[src/rtl/serial_arbiter.sv]
// serial_arbiter: round-robin framer sharing one UART byte path among NUM_SRC sources.
// Ports: sclk/rstn clock and async active-low reset; srcValid/srcData/srcLast/srcReady
// per-source byte stream; uartReady/outByte/dataReady UART byte handshake; grant one-hot
// owner; busy frame in progress; frameDone/timeoutErr pulse when the checksum byte leaves.
module serial_arbiter #(
    parameter int         NUM_SRC   = 4,
    parameter int         MAX_LEN   = 16,
    parameter logic [7:0] SYNC_BYTE = 8'hA5,
    parameter int         TIMEOUT   = 1000
) (
    input  logic                   sclk,
    input  logic                   rstn,
    input  logic [NUM_SRC-1:0]     srcValid,
    input  logic [8*NUM_SRC-1:0]   srcData,
    input  logic [NUM_SRC-1:0]     srcLast,
    output logic [NUM_SRC-1:0]     srcReady,
    input  logic                   uartReady,
    output logic [7:0]             outByte,
    output logic                   dataReady,
    output logic [NUM_SRC-1:0]     grant,
    output logic                   busy,
    output logic                   frameDone,
    output logic                   timeoutErr
);
    localparam int TW = $clog2(TIMEOUT + 1);

    typedef enum logic [2:0] {IDLE, SYNC, ID, PAYLOAD, CKSUM} state_t;

    state_t         state, state_next;
    logic [1:0]     rst_sync;
    logic [2:0]     ptr, idx, pick, off;
    logic [3:0]     sum;
    logic [NUM_SRC-1:0] rot;
    logic           found;
    logic [7:0]     csum, cnt, cur_byte;
    logic [TW-1:0]  timer;
    logic           end_pending, aborted, cur_last, cur_valid;
    logic           run, req, uart_xfer, src_xfer, idle_tick, expire;

    assign run       = rst_sync[1];
    assign req       = run && |srcValid;
    assign uart_xfer = dataReady && uartReady;
    assign src_xfer  = state == PAYLOAD && !dataReady && cur_valid;
    assign idle_tick = state == PAYLOAD && !dataReady && !cur_valid;
    assign expire    = idle_tick && timer == TW'(TIMEOUT - 1);

    // Release of rstn is retimed so the first grant never races the reset edge.
    always_ff @(posedge sclk or negedge rstn) begin
        if (!rstn) rst_sync <= 2'b00;
        else       rst_sync <= {rst_sync[0], 1'b1};
    end

    // Rotating the request vector by ptr turns round-robin into a find-first-set.
    always_comb begin
        rot   = NUM_SRC'({srcValid, srcValid} >> ptr);
        found = 1'b0;
        off   = '0;
        for (int i = 0; i < NUM_SRC; i++) begin
            if (!found && rot[i]) begin
                found = 1'b1;
                off   = 3'(i);
            end
        end
        sum  = {1'b0, ptr} + {1'b0, off};
        pick = sum >= 4'(NUM_SRC) ? 3'(sum - 4'(NUM_SRC)) : sum[2:0];
    end

    always_comb begin
        cur_byte  = '0;
        cur_last  = 1'b0;
        cur_valid = 1'b0;
        for (int i = 0; i < NUM_SRC; i++) begin
            if (grant[i]) begin
                cur_byte  = srcData[8*i +: 8];
                cur_last  = srcLast[i];
                cur_valid = srcValid[i];
            end
        end
    end

    always_ff @(posedge sclk or negedge rstn) begin
        if (!rstn) state <= IDLE;
        else       state <= state_next;
    end

    always_comb begin
        state_next = state;
        case (state)
            IDLE:    if (req) state_next = SYNC;
            SYNC:    if (uart_xfer) state_next = ID;
            ID:      if (uart_xfer) state_next = PAYLOAD;
            PAYLOAD: if (expire || (uart_xfer && end_pending)) state_next = CKSUM;
            CKSUM:   if (uart_xfer) state_next = IDLE;
            default: state_next = IDLE;
        endcase
    end

    always_comb begin
        srcReady = (state == PAYLOAD && !dataReady) ? grant : '0;
        busy     = state != IDLE;
    end

    always_ff @(posedge sclk or negedge rstn) begin
        if (!rstn) begin
            outByte     <= '0;
            dataReady   <= 1'b0;
            grant       <= '0;
            frameDone   <= 1'b0;
            timeoutErr  <= 1'b0;
            ptr         <= '0;
            idx         <= '0;
            csum        <= '0;
            cnt         <= '0;
            timer       <= '0;
            end_pending <= 1'b0;
            aborted     <= 1'b0;
        end else begin
            frameDone  <= 1'b0;
            timeoutErr <= 1'b0;
            case (state)
                IDLE: if (req) begin
                    grant     <= {{(NUM_SRC-1){1'b0}}, 1'b1} << pick;
                    idx       <= pick;
                    outByte   <= SYNC_BYTE;
                    dataReady <= 1'b1;
                end
                SYNC: if (uart_xfer) begin
                    outByte <= {5'b0, idx};
                    csum    <= {5'b0, idx};
                end
                ID: if (uart_xfer) begin
                    dataReady   <= 1'b0;
                    cnt         <= '0;
                    timer       <= '0;
                    end_pending <= 1'b0;
                    aborted     <= 1'b0;
                end
                PAYLOAD: begin
                    if (src_xfer) begin
                        outByte   <= cur_byte;
                        dataReady <= 1'b1;
                        csum      <= csum ^ cur_byte;
                        cnt       <= cnt + 8'd1;
                        timer     <= '0;
                        if (cur_last || cnt == 8'(MAX_LEN - 1)) end_pending <= 1'b1;
                    end else if (expire) begin
                        aborted   <= 1'b1;
                        outByte   <= ~csum;
                        dataReady <= 1'b1;
                    end else if (idle_tick) begin
                        timer <= timer + 1'b1;
                    end else if (uart_xfer) begin
                        if (end_pending) outByte <= csum;
                        else             dataReady <= 1'b0;
                    end
                end
                CKSUM: if (uart_xfer) begin
                    dataReady  <= 1'b0;
                    frameDone  <= 1'b1;
                    timeoutErr <= aborted;
                    ptr        <= idx == 3'(NUM_SRC - 1) ? 3'd0 : idx + 3'd1;
                    grant      <= '0;
                end
                default: ;
            endcase
        end
    end
endmodule

[config.mk]
export PLATFORM = sky130hd
export DESIGN_NAME = serial_arbiter
export DESIGN_NICKNAME = d
export VERILOG_FILES = /design/src/rtl/serial_arbiter.sv
export SDC_FILE = /design/constraint.sdc
export NUM_CORES = 1
export LEC_CHECK = 0
export CAP_MARGIN = 5
export CORE_ASPECT_RATIO = 1.75
export CORE_MARGIN = 2
export CORE_UTILIZATION = 37
export CTS_CLUSTER_DIAMETER = 30
export DETAILED_ROUTE_END_ITERATION = 8
export PLACE_DENSITY = 0.59
export SYNTH_ARGS = -nofsm -noshare
export SYNTH_HDL_FRONTEND = slang
export SYNTH_SLANG_ARGS = --single-unit
[constraint.sdc]
create_clock -name sclk -period 4.05 [get_ports sclk]
set_clock_uncertainty 0.2 [all_clocks]
set_input_delay 1.0125 -clock sclk [delete_from_list [all_inputs] [get_ports sclk]]
set_output_delay 1.0125 -clock sclk [all_outputs]
set_load 0.01 [all_outputs]
==> impl.org, run 1 <==
** Yosys
- Synthesis instantiated 54 different standard cells from the library.
- Dominant synthesized flop cell :: dfrtp_1
- Post-Synthesis Net Count :: 422
- Share of flip-flops with an asynchronous set or reset after synthesis :: 100.0%
- Of the total synthesized cell area, the portion taken by AND, OR, NAND and NOR gates is between 20% and 30%.
- Adder and majority gate portion of the synthesized area :: 2.543%
- Share of the synthesized netlist area taken by xor and xnor gates :: 5.395%
- Each instance of the synthesized netlist takes up on average 8.705 µm².
- Summing the areas of all compound-gate instances in the mapped netlist gives 22.66% of the synthesized area.
- Total of flip-flops plus latches after synthesis :: 54
- After synthesis, flip-flops and latches occupy 41.62% of the total area.
- Counting flops with a built-in enable in the synthesized netlist gives 0.
- Synthesis produced 373 cells.
- Multiplexer share of the synthesized area :: roughly 1.7%
- Yosys printed 0 warnings.
- By area, the combinational part of the netlist is dominated by compound AO/OA/AOI/OAI gates.
- The synthesized netlist occupies a cell area of about 3200 µm².

** CTS
- The clock passes through at most 2 buffers.
- Number of buffers added by the clock tree synthesis step :: 5
- Post-cts gate resize count :: 0
- Number of clock sinks :: 54
- The clock reaches the later pin of the worst-skew pair after ~0.29 ns.
- Clock tree from TritonCTS :: yes
- Root buffer cell :: clkbuf_16
- Count of hold-fix buffers inserted at cts :: 0
- Buffer count from post-CTS setup fixing :: 0
- The H-tree was split into 2 levels.
- After clock tree synthesis, the clock-pin slew on the worst setup and hold paths is 0.06 ns.

** Global routing
- Number of global-route vias before repair :: between 3,000 and 4,000
- GRT Residual Overflow :: 0
- Entering global routing, the biggest net connects 29 pins.
- The initial antenna violation count came to 0.
- The first global-routing pass estimated 14.47 mm of wire.
- Global routing used 19.44% of the available tracks across all layers.

** STA
- Final hold vios :: 0
- Setup repair after global routing left no endpoint under its margin.
- Transition time at the pin with the least slew margin :: 0.7994 ns
- Setup violators final :: 0
- The final critical path takes up 88.31% of the cycle.
- Final-report max-slew violation count :: 0
- Summed over all failing endpoints, the final setup total negative slack is 0 ns.
- Maximum operating frequency :: 279.6 MHz
- After layout, the minimum clock period comes to 3.577 ns.
- Slew margin rel. :: 46.71%

** Layout
- Cells fill 48.21% of the core in the end.
- Total area of multi-input combinational cells :: 1747 µm²
- Cells with a size suffix above 1 make up 6.897% of the layout.
- Summing all non-filler instances in the final layout gives an area of about 4200 µm².
- Filler cell count :: roughly 860
- Register Area :: between 1000 and 1500 µm²
- Area Overhead vs Synth :: 27.90%
- Diode count :: 0
- The finished layout holds ~550 standard cells, fillers aside.
- For this run, the post-layout net count is 483.

** Power and ir drop
- LEAKAGE :: 1.706 nW
- Cell area power density :: 248.5 nW/µm²
- Across the VDD grid, the largest voltage drop is 0.0001920 V.

** Worst setup path
- For this run, the slowest stage of the critical path takes 0.52 ns.
- The most critical setup path has its endpoint at grant[2]$_DFFE_PN0P_.
- Along the worst path, the maximum fanout reaches 5.
- Worst endpoint required time :: 4.07 ns
- Count of cells along the worst register-to-register path :: 10
- Critical Path, Cell by Cell :: clkdlybuf4s50_1, mux2_2, a21oi_1, o22ai_1, a22oi_1, o21ai_0, ha_1, fa_1, inv_1, nor3_1, a32o_1
- Endpoint of the most critical register-to-register path :: grant[2]$_DFFE_PN0P_
- Cell with the largest stage delay on the worst path :: fa_1
- Setup slack on the worst flop-to-flop path :: 1.07 ns
- Critical path class :: in -> reg
- In this run the critical register-to-register path is launched from ptr[0]$_DFFE_PN0P_.
- The most critical setup path has its startpoint at srcValid[1].
- Data on the critical path arrives at its endpoint at 3.60 ns.
- The worst setup path is launched from a primary input.
- STA classifies the critical path endpoint as a flop.

** Floorplanning
- between 60 and 70 I/O pins were placed.
- Std-Cell Rows :: 45
- Floorplan die width :: between 70 and 80 µm
- The initial utilization of the core area, before any placement, comes to 37.69%.
- Total die area :: 9570 µm²
- Core region area :: 8615 µm²
- Measured along the y axis, the die boundary spans roughly 130 µm.

** Placed design
- The number of placed instances, taps included, is 544.
- Port bufs :: 62
- In this run the cell area measured after placement is 4010 µm².
- After legalization and detailed placement, the total HPWL measured roughly 6.7 mm.
- Routability-driven placement finished with a final weighted congestion of 0.8372.

** Drt
- Detailed-route wire length :: 8.634 mm
- Across all layers, the routed design uses 2,965 vias.
- Number of DRC markers after the initial detailed-route iteration :: 133
- For this run, design rule violations remaining after detail routing come to 0.
- Routed via count divided by cell count :: approximately 5.4
- Final ANT Viol Nets :: 0
- Total iterations of the first detailed-routing run :: 4
- Wire per inst :: 15.64 µm

** Hold path
- Worst Hold Class :: reg -> reg

** Flow run
- Number of maximum-capacitance constraint violations :: 0

** Run status
- The run finished with clean final reports.
worst min-delay path by stage:
| stage | from | endpoint | depth (start not counted) |
|---|---|---|---|
| 2_1_floorplan | rst_sync[0]$_DFF_PN0_ | rst_sync[1]$_DFF_PN0_ | 0 |
| 3_5_place_dp | rst_sync[0]$_DFF_PN0_ | rst_sync[1]$_DFF_PN0_ | 0 |
| 6_report | rst_sync[0]$_DFF_PN0_ | rst_sync[1]$_DFF_PN0_ | 0 |
| 3_3_place_gp | rst_sync[0]$_DFF_PN0_ | rst_sync[1]$_DFF_PN0_ | 0 |
| 5_1_grt | rst_sync[0]$_DFF_PN0_ | rst_sync[1]$_DFF_PN0_ | 0 |
| 4_1_cts | rst_sync[0]$_DFF_PN0_ | rst_sync[1]$_DFF_PN0_ | 0 |
through the flow:
| step | power [mW] | hold WS [ns] | setup slack, ns |
|---|---|---|---|
| CTS | 1.046 | 0.1535 | 0.4677 |
| detailed placement | 0.6193 | 0.1381 | 0.1755 |
| global placement | 0.6183 | 0.1337 | 0.3037 |
| global route | 1.075 | 0.1706 | 0.2956 |
| finish | 1.032 | 0.1518 | 0.4734 |
| floorplan | 0.5614 | 0.1312 | 0.8965 |
logic make-up after synthesis:
kind of cell,Yosys count
buffers and inverters,36
AO/OA/AOI/OAI,112
other,1
adder cells (fa/ha/maj),6
AND/OR/NAND/NOR,139
multiplexers,5
flip-flops,54
XOR/XNOR,20
final cells by class:
| type | instances | share of cell area (%) |
|---|---|---|
| Clock buffer | 6 | 3.103 |
| Clock inverter | 2 | 0.3314 |
| Inverter | 16 | 1.446 |
| Multi-Input combinational cell | 283 | 42.06 |
| Sequential cell | 54 | 32.54 |
| Tap cell | 117 | 3.525 |
| Timing Repair Buffer | 74 | 16.99 |
layer usage:
metal  wire [µm]  up-vias  GRT usage, %
met2        4939       62         36.60
met3         258        5         2.909
met1        3363     1435         22.44
met4          73        0         4.097
li1            -     1463             -
met5           0        -             0
synth_stat cells, types with 4 or more instances:
| cell type | number | share of area, % |
|---|---|---|
| a211oi_1 | 4 | 0.92 |
| a21oi_1 | 23 | 3.5 |
| a221o_1 | 4 | 1.2 |
| a221oi_1 | 4 | 1.1 |
| a22oi_1 | 9 | 2.1 |
| a32o_1 | 4 | 1.2 |
| and2_1 | 5 | 0.96 |
| clkbuf_1 | 16 | 1.8 |
| dfrtp_1 | 54 | 42 |
| ha_1 | 5 | 1.9 |
| inv_1 | 16 | 1.8 |
| mux2_2 | 4 | 1.4 |
| nand2_1 | 32 | 3.7 |
| nand2b_1 | 5 | 0.96 |
| nand3_1 | 13 | 2.0 |
| nand3b_1 | 5 | 1.2 |
| nand4_1 | 4 | 0.77 |
| nor2_1 | 42 | 4.9 |
| nor2b_1 | 8 | 1.5 |
| nor3_1 | 8 | 1.2 |
| o211ai_1 | 4 | 0.92 |
| o21ai_0 | 31 | 4.8 |
| o22ai_1 | 4 | 0.77 |
| o31ai_1 | 8 | 1.8 |
| or3_1 | 5 | 0.96 |
| xnor2_1 | 12 | 3.2 |
| xor2_1 | 8 | 2.2 |
state kept, by name, indices dropped and copies added, names as in the netlist, 2 cells and up:
name	count
cnt	8
csum	8
grant	4
idx	3
outByte	8
ptr	3
rst_sync	2
state	3
timer	10
critical path, delay by kind of cell:
kind | cells | cell delay, ns
AOI/OAI and AO/OA | 5 | 0.76
and+or+nand+nor | 1 | 0.24
buffers and inverters | 2 | 0.53
muxes | 1 | 0.31
adders and majority gates | 2 | 0.74
layout by cell type (no fill, tap or decap), types with 9 or more instances in the layout:
cell / n
a22oi_1: 9
dfrtp_1: 54
o21ai_0: 31
nand3_1: 13
nand2_1: 32
clkdlybuf4s50_1: 61
xnor2_1: 12
nor2_1: 42
inv_1: 16
a21oi_1: 23
buf_4: 12
power by group:
part	internal, mW	switching, mW	total (mW)
combinational	0.0412	0.0260	0.0671
clock	0.230	0.195	0.424
sequential	0.540	0.000351	0.540
Note: power is estimated with default switching activity, not from simulation.
==> run 2: changes to the inputs <==
Settings changed: CORE_UTILIZATION 37 to 40, PLACE_DENSITY 0.59 to 0.63.
==> run 2 against run 1 <==
Total power rose by 2.1%. Combinational power about the same. Flip-flop and latch count stayed put. Critical path depth is the same. Core utilization up 4.0 points. First-iteration DRC count is 35% higher. Worst setup slack improved by 0.026 ns. Clock-buffer cell count increased by 1. Via count shrank 0.74%. Sequential share of layout area grew 0.20 points. Critical path type unchanged.
==> impl.org, run 2 (synthesis results as in run 1) <==
** Run status
- The run finished with clean final reports.

** Drt
- After the first detailed-routing iteration, the DRC count stood at 180.
- In the routed layout, each cell is associated on average with a via count of 5.606.
- Wires add up to 8.385 mm.
- Total iterations of the first detailed-routing run :: 4
- DRC violations left :: 0
- Wire per inst :: 15.97 µm
- Total number of vias :: 2,943
- The detail route stage leaves a number of antenna-violating nets equal to 0.

** STA
- Sum of negative setup slack :: 0 ns
- Setup violations remaining at the end of the flow were counted as 0.
- Final hold vios :: 0
- Unrepaired setup endpoints after global routing :: no
- Static timing analysis puts the maximum clock frequency at 281.6 MHz.
- Final-report max-slew violation count :: 0
- For the pin with the worst max-slew slack, the measured transition is 0.7401 ns.
- The worst path meets setup with roughly 0.50 ns of slack.
- Final critical-path required period :: 3.551 ns
- Headroom to the max-slew limit came out at between 50% and 60%.
- In the finished design, the share of the clock period the worst path needs comes to 87.67%.
- Hold is met by 0.1523 ns.

** Power and ir drop
- Switching pwr :: roughly 0.22 mW
- Worst-case vdd ir drop :: 0.0001846 V
- LEAKAGE :: 1.711 nW
- Switching share of power :: 21.17%
- Comb power frac :: 6.4%
- Relative contribution of the clock network to total power :: ~42%
- Cell area power density :: 255.1 nW/µm²
- The internal portion of the total power is between 0.8 and 0.9 mW.
- Summing internal, switching and leakage power gives between 1 and 1.5 mW.
- Sequential cells account for 51.3% of the total power.

** Worst setup path
- Data on the critical path is required at its endpoint by 4.08 ns.
- Kind of start point of the critical path :: primary input
- Of all nets on the critical path, the largest fanout is 5.
- Data arrives at the worst endpoint at 3.58 ns.
- The critical path in this run is classified as in -> reg.
- Among cell families on the critical path, the largest total delay comes from compound AO/OA/AOI/OAI gates.
- For this design, the slowest cell found on the critical path is fa_1.
- Buffers & Inverters on Critical Path :: 2
- Delay contributed by the slowest stage of the critical path :: 0.52 ns
- The signal on the critical path passes through clkdlybuf4s50_1, mux2_2, a21oi_1, o22ai_1, a22oi_1, o21ai_0, ha_1, fa_1, inv_1, nor3_1, a32o_1.
- Sort of element at the end of the critical path :: flop

** CTS
- Clock slew at reported path FFs :: 0.07 ns
- Post-cts gate resize count :: 0
- Clock Path Buffers :: 2
- Insertion delay to the later sink of the worst-skew pair :: 0.30 ns
- In this run, post-CTS hold repair placed 0 buffers.
- Buffer count from post-CTS setup fixing :: 0
- Number of clock sinks :: 54
- Clock tree synthesis inserted a total of 5 buffers.
- TritonCTS built the clock tree.
- Total number of H-tree levels :: 2
- Root buffer cell :: clkbuf_16

** Layout
- The register with the most flip-flops in the layout has 10 of them.
- Most flops, register :: timer
- The library cell used most frequently in the layout, excluding fill and tap cells, is clkdlybuf4s50_1.
- In the layout the commonest cells are clkdlybuf4s50_1, dfrtp_1, nor2_1.
- Leaving out filler cells and counting taps, the final layout contains 525.
- The final layout contains 483 nets.
- The area growth from synthesis to layout is 27.13%.
- Share of the core filled with cells in the final layout :: 52.19%
- The number of antenna diodes in the final layout is 0.
- Layout cells sized above 1 :: roughly 6.9%
- Once layout is done, the placed cells without fillers occupy roughly 4100 µm².

** Placed design
- Once placement completed, the tool counted placed cells totaling 517.
- Detailed placement ended at an HPWL of 6.388 mm.
- Placed standard-cell area :: 3976 µm²
- At the placement stage, the worst setup path has a slack of 0.2044 ns.
- The congestion estimate from routability-driven global placement came to 0.8249.
- In this run the tool buffered the top-level ports with 62 buffer cells.

** Floorplanning
- I/O pin total :: 63
- Std-Cell Rows :: 43
- The initial utilization of the core area, before any placement, comes to 41.05%.
- Core region area :: about 8000 µm²
- The floorplan step defined a die boundary enclosing around 9000 µm².
- From left edge to right edge, the die measures 72.11 µm.
- The die is 123.2 µm tall.

** Hold path
- Worst Hold Class :: reg -> reg

** Global routing
- The first global-routing pass estimated 14.23 mm of wire.
- Overall fraction of global-route tracks in use :: 20.40%
- GRT Residual Overflow :: 0
- Pin count of the biggest net entering global routing :: 33
- Number of antenna violations at the first check in global routing :: 0
- Number of global-route vias before repair :: 2,936

** Flow run
- Across the run, the number of max-cap violations was 0.
[run 2: cell types whose count changed in the layout (fill, tap and decap cells not counted), sizes merged]
| cell | previous run | this run |
|---|---|---|
| inv | 16 | 17 |
| clkbuf | 6 | 7 |
| clkinv | 2 | 0 |
[run 2: worst reg2reg max path, delay by kind of cell (launching register included)]
family / cells / cell delay (ns)
AO/OA/AOI/OAI: 5 / 0.74
adder cells (fa/ha/maj): 2 / 0.74
buffers and inverters: 1 / 0.06
flip-flops: 1 / 0.54
multiplexers: 1 / 0.40
AND/OR/NAND/NOR: 1 / 0.25
[run 2: routing by layer]
| metal | track usage [%] | up-vias | part of all wire (%) |
|---|---|---|---|
| met2 | 35.89 | 67 | 53 |
| met5 | 0 | - | 0 |
| met1 | 25.01 | 1409 | 41 |
| met4 | 6.486 | 0 | 1.4 |
| li1 | - | 1459 | - |
| met3 | 3.504 | 8 | 4.3 |
[run 2: path summary, 6_finish.rpt]
check	slack [ns]	end	cells past startpoint	start
min in group asynchronous	0.49	grant[1]$_DFFE_PN0P_	1	rstn
max	0.50	grant[2]$_DFFE_PN0P_	11	srcValid[1]
max in group asynchronous	2.34	csum[6]$_DFFE_PN0P_	2	rstn
min reg2reg	0.15	rst_sync[1]$_DFF_PN0_	0	rst_sync[0]$_DFF_PN0_
min	0.15	rst_sync[1]$_DFF_PN0_	0	rst_sync[0]$_DFF_PN0_
max reg2reg	1.06	grant[2]$_DFFE_PN0P_	10	ptr[0]$_DFFE_PN0P_
[run 2: final cells by class]
cell class / instances / area, µm²
Fill cell: 763 / 3781
Multi-Input combinational cell: 283 / 1747
Sequential cell: 54 / 1351
Timing Repair Buffer: 74 / 705.7
Clock buffer: 7 / 142.6
Tap cell: 90 / 112.6
Inverter: 16 / 60.06
Clock inverter: 1 / 8.758
[run 2: power groups by stage]
stage	sequential [mW]	clock, mW	combinational [mW]
floorplan	0.551	0	0.0107
global placement	0.551	0	0.0670
detailed placement	0.551	0	0.0679
CTS	0.540	0.456	0.0682
global route	0.540	0.471	0.0753
finish	0.540	0.446	0.0670
